File: src/rtl/stream_demux12.sv
// stream_demux12: routes whole valid/ready packets to one of two outputs, each behind a one-entry register slice.
// The route is latched on a packet's first beat and held until its last beat is accepted.
module stream_demux12 #(
    parameter int DW = 8,
    parameter int CW = 8
) (
    input  logic          clk,
    input  logic          rst,
    input  logic          in_valid,
    output logic          in_ready,
    input  logic [DW-1:0] in_data,
    input  logic          in_last,
    input  logic          in_sel,
    output logic          out0_valid,
    input  logic          out0_ready,
    output logic [DW-1:0] out0_data,
    output logic          out0_last,
    output logic          out1_valid,
    input  logic          out1_ready,
    output logic [DW-1:0] out1_data,
    output logic          out1_last,
    output logic [CW-1:0] pkt_cnt0,
    output logic [CW-1:0] pkt_cnt1
);
    typedef enum logic [1:0] {IDLE, PKT0, PKT1} state_t;

    state_t        state_q, state_d;
    logic          v0_q, v0_d, v1_q, v1_d;
    logic          l0_q, l0_d, l1_q, l1_d;
    logic [DW-1:0] d0_q, d0_d, d1_q, d1_d;
    logic [CW-1:0] c0_q, c0_d, c1_q, c1_d;
    logic          sel, acc, wr0, wr1;

    // Only the selected output's slice gates the input; the other keeps draining on its own.
    always_comb begin
        sel      = (state_q == IDLE) ? in_sel : (state_q == PKT1);
        in_ready = sel ? (!v1_q || out1_ready) : (!v0_q || out0_ready);
        acc      = in_valid && in_ready;
        wr0      = acc && !sel;
        wr1      = acc && sel;
        state_d  = acc ? (in_last ? IDLE : (sel ? PKT1 : PKT0)) : state_q;
        v0_d     = wr0 ? 1'b1 : (out0_ready ? 1'b0 : v0_q);
        v1_d     = wr1 ? 1'b1 : (out1_ready ? 1'b0 : v1_q);
        d0_d     = wr0 ? in_data : d0_q;
        d1_d     = wr1 ? in_data : d1_q;
        l0_d     = wr0 ? in_last : l0_q;
        l1_d     = wr1 ? in_last : l1_q;
        c0_d     = c0_q + CW'(wr0 && in_last);
        c1_d     = c1_q + CW'(wr1 && in_last);
    end

    always_ff @(posedge clk) begin
        if (rst) begin
            state_q <= IDLE;
            v0_q    <= 1'b0;
            v1_q    <= 1'b0;
            d0_q    <= '0;
            d1_q    <= '0;
            l0_q    <= 1'b0;
            l1_q    <= 1'b0;
            c0_q    <= '0;
            c1_q    <= '0;
        end else begin
            state_q <= state_d;
            v0_q    <= v0_d;
            v1_q    <= v1_d;
            d0_q    <= d0_d;
            d1_q    <= d1_d;
            l0_q    <= l0_d;
            l1_q    <= l1_d;
            c0_q    <= c0_d;
            c1_q    <= c1_d;
        end
    end

    assign out0_valid = v0_q;
    assign out0_data  = d0_q;
    assign out0_last  = l0_q;
    assign out1_valid = v1_q;
    assign out1_data  = d1_q;
    assign out1_last  = l1_q;
    assign pkt_cnt0   = c0_q;
    assign pkt_cnt1   = c1_q;
endmodule

File: config.mk
export PLATFORM = sky130hd
export DESIGN_NAME = stream_demux12
export DESIGN_NICKNAME = d
export VERILOG_FILES = /design/src/rtl/stream_demux12.sv
export SDC_FILE = /design/constraint.sdc
export NUM_CORES = 1
export LEC_CHECK = 0
export ABC_AREA = 0
export BUFFER_PORTS_ARGS = -buffer_cell sky130_fd_sc_hd__buf_2
export CORE_MARGIN = 3
export CORE_UTILIZATION = 45
export DETAILED_ROUTE_END_ITERATION = 8
export GPL_TIMING_DRIVEN = 0
export PLACE_DENSITY_LB_ADDON = 0.08
export SLEW_MARGIN = 30
export SYNTH_ARGS = -nofsm -noshare
export SYNTH_HDL_FRONTEND = slang
export SYNTH_SLANG_ARGS = --single-unit
File: constraint.sdc
create_clock -name clk -period 2.1 [get_ports clk]
set_input_delay 0.525 -clock clk [delete_from_list [all_inputs] [get_ports clk]]
set_output_delay 0.525 -clock clk [all_outputs]
set_load 0.02 [all_outputs]
==> results.yml <==
place:
  place_ws_ns: -0.194
  place_inst: 256
  place_congestion: 0.756
  io_buffers: 50
  placed_cell_area_um2: 1930
  dp_hpwl_mm: 2.55
cells_and_area:
  final_area_um2: 1990
  nFillCells: 293
  final_net_count: 236
  drive_above_1_share: 0.321
  layout-area-overhead-vs-synth_pct: 22.8
  final_cells: 264
  seq_area_um2: 763
  diodes: 0
  multi_input_area_um2: 825
grt:
  grt_util_all_layers: 0.176
  grt_max_degree: 13
  antenna_found_initial: 0
  grt_pass1_wl_mm: 5.80
  grt_pass1_vias: 1301
  grt_overflow_total: 0
sta:
  min_period_ns: 2.00
  hold_ws_ns: 0.452
  final_max_slew_viol_count: 0
  finClkSkew_ns: 0.0137
  rsz0062_at_grt: "false"
  maxClockFrequency_mhz: 500
  hold_viol_final: 0
  slew_headroom: 0.732
  finalSetupViolCount: 0
  period_share: 0.952
  setup_ws_ns: 0.102
  max_slew.worst_pin.slew_ns: 0.402
setup_path:
  path_max_fanout: 4
  worstReg2RegEnd: "pkt_cnt1[6]$_SDFF_PP0_"
  critPathLaunchType: "flop"
  critPathKind: "reg2reg"
  reg2reg_slack_ns: 0.10
  critPathArrivalTime_ns: 2.29
  worstPathRequired_ns: 2.39
  worstReg2RegStart: "state_q[0]$_SDFFE_PP0N_"
  end_kind: "flop"
  reg2regPathDepth: 8
synth:
  synth_cells: 160
  synth_area_leader_cell: "dfxtp_1"
  syn_nets: 179
  yosysWarnings: 0
  synthArstFlopShare: 0
  synth_commonest_cells: "dfxtp_1 (38), nand2b_1 (28), mux2i_1 (18), nor2_1 (10), a21oi_1 (8)"
  synth_area_um2: 1620
  synth_cell_types: 27
  ys.flop_type: "dfxtp_1"
  synth_edf_count: 0
  yosysMostFrequentCell: "dfxtp_1"
  synth_top_area_share: 0.469
  synthTopCellsByArea: "dfxtp_1 (47%), mux2i_1 (11%), nand2b_1 (11%)"
  ys_seq_area_frac: 0.469
  synth_area_per_cell_um2: 10.1
  ys_seq_elements: 38
floorplanning:
  die-area_um2: 4360
  io_pins: 52
  core_um2: 3390
  die_y_um: 66.0
  initial_utilization: 0.478
  rows: 21
  fp.dieW_um: 66.0
cts:
  clk_latency_ns: 0.34
  cts_buffer_depth: 2
  cts.clk_slew.worst_paths_ns: 0.12
  clock-sinks: 38
  hold_buffers: 0
  cts.root.buffer_cell: "clkbuf_4"
  cts_made_buffers: 5
  h-tree-depth: 2
  cts_tree: "built"
  ctsResizeCount: 0
  post_cts_buffers: 0
detailed_routing:
  post-route-drc-count: 0
  first_pass_iters: 4
  via_per_inst: 4.95
  drtIter0Drc: 81
  vias: 1306
  ant_nets: 0
  drt_wl_total_mm: 3.45
  routedWlPerCell_um: 13.1
hold_path:
  whs_endpoint: "out1_data[4]$_SDFFE_PP0P_"
  hp-start: "in_data[4]"
  whs_path_depth: 3
  hp-class: "in2reg"
power:
  cellPowerDensity_nw_per_um2: 674
  leakage_nw: 0.923
  p_total_mw: 1.34
  peakVddDrop_v: 0.000383
outcome:
  status: "finished, final reports clean"
job:
  maxCapViolCount: 0
placed cells by master (no fill, tap or decap), types with 2 or more instances in the layout:
master,count
or3_1,6
ha_1,3
xnor2_1,2
nand2_1,4
dfxtp_2,2
nand4_1,2
dfxtp_1,36
nand2b_1,28
mux2_4,2
and2_1,2
buf_2,51
nor2_1,10
o21ai_0,6
a21oi_1,8
xor2_1,4
nand3_1,7
nor2b_1,5
mux2i_1,18
clkbuf_4,5
clkbuf_1,4
cell type report:
type	instances	area share
flip-flops and latches	38	0.384
plain buffers	6	0.0176
multi-input cells	115	0.414
well taps	46	0.0289
repair buffers	50	0.126
inverters	1	0.00189
clock buffers	6	0.0208
clock inverters	2	0.00692
metal layers:
| layer | global-route usage | vias to the layer above | part of all wire |
|---|---|---|---|
| met1 | 0.205 | 604 | 0.45 |
| met5 | 0 | - | 0 |
| met2 | 0.294 | 37 | 0.47 |
| met4 | 0.0685 | 0 | 0.016 |
| met3 | 0.0629 | 6 | 0.064 |
| li1 | - | 659 | - |
power breakdown:
group          internal [mW]  total, mW  leakage [nW]  switching [mW]
clock                  0.132      0.374        0.0322           0.243
combinational         0.0863      0.196         0.581           0.109
sequential             0.752      0.771         0.310          0.0190
critical path: stages (launching register included):
cell and delay (ns):
dfxtp_2 0.35, o21ba_2 0.28, and3_2 0.24, and2_1 0.14, ha_1 0.16, ha_1 0.20, nand2_1 0.09, or3_1 0.35
a21oi_1 0.13
registers in the layout, indices dropped and copies added, names as in the netlist:
register,flops
out0_last,1
out1_valid,1
out1_last,1
pkt_cnt1,8
out1_data,8
pkt_cnt0,8
state_q,2
out0_data,8
out0_valid,1
worst max-delay path by stage:
stage | from | to | slack [ns] | cells past startpoint
5_1_grt | state_q[1]$_SDFFE_PP0N_ | pkt_cnt0[6]$_SDFF_PP0_ | 0.003 | 9
6_report | state_q[0]$_SDFFE_PP0N_ | pkt_cnt1[6]$_SDFF_PP0_ | 0.10 | 8
3_3_place_gp | in_sel | pkt_cnt0[6]$_SDFF_PP0_ | -0.16 | 10
2_1_floorplan | out0_ready | pkt_cnt0[6]$_SDFF_PP0_ | 0.09 | 9
4_1_cts | state_q[1]$_SDFFE_PP0N_ | pkt_cnt0[6]$_SDFF_PP0_ | 0.04 | 9
3_5_place_dp | in_sel | pkt_cnt0[6]$_SDFF_PP0_ | -0.19 | 10
per-stage QoR:
stage / util / TNS (ns)
after floorplan: - / 0
after global placement: 0.569 / -0.398
after detailed placement: 0.569 / -0.791
after CTS: 0.585 / 0
after global routing: 0.587 / 0
final: 0.587 / 0
cells by family after synthesis:
| family | share of synthesized area |
|---|---|
| muxes | 0.130 |
| and+or+nand+nor | 0.247 |
| xor gates and xnor gates | 0.0324 |
| buffers and inverters | 0.0239 |
| adders and majority gates | 0.0309 |
| AOI/OAI and AO/OA | 0.0664 |
| DFF | 0.469 |
No activity file was read; power rests on OpenSTA's default activity.
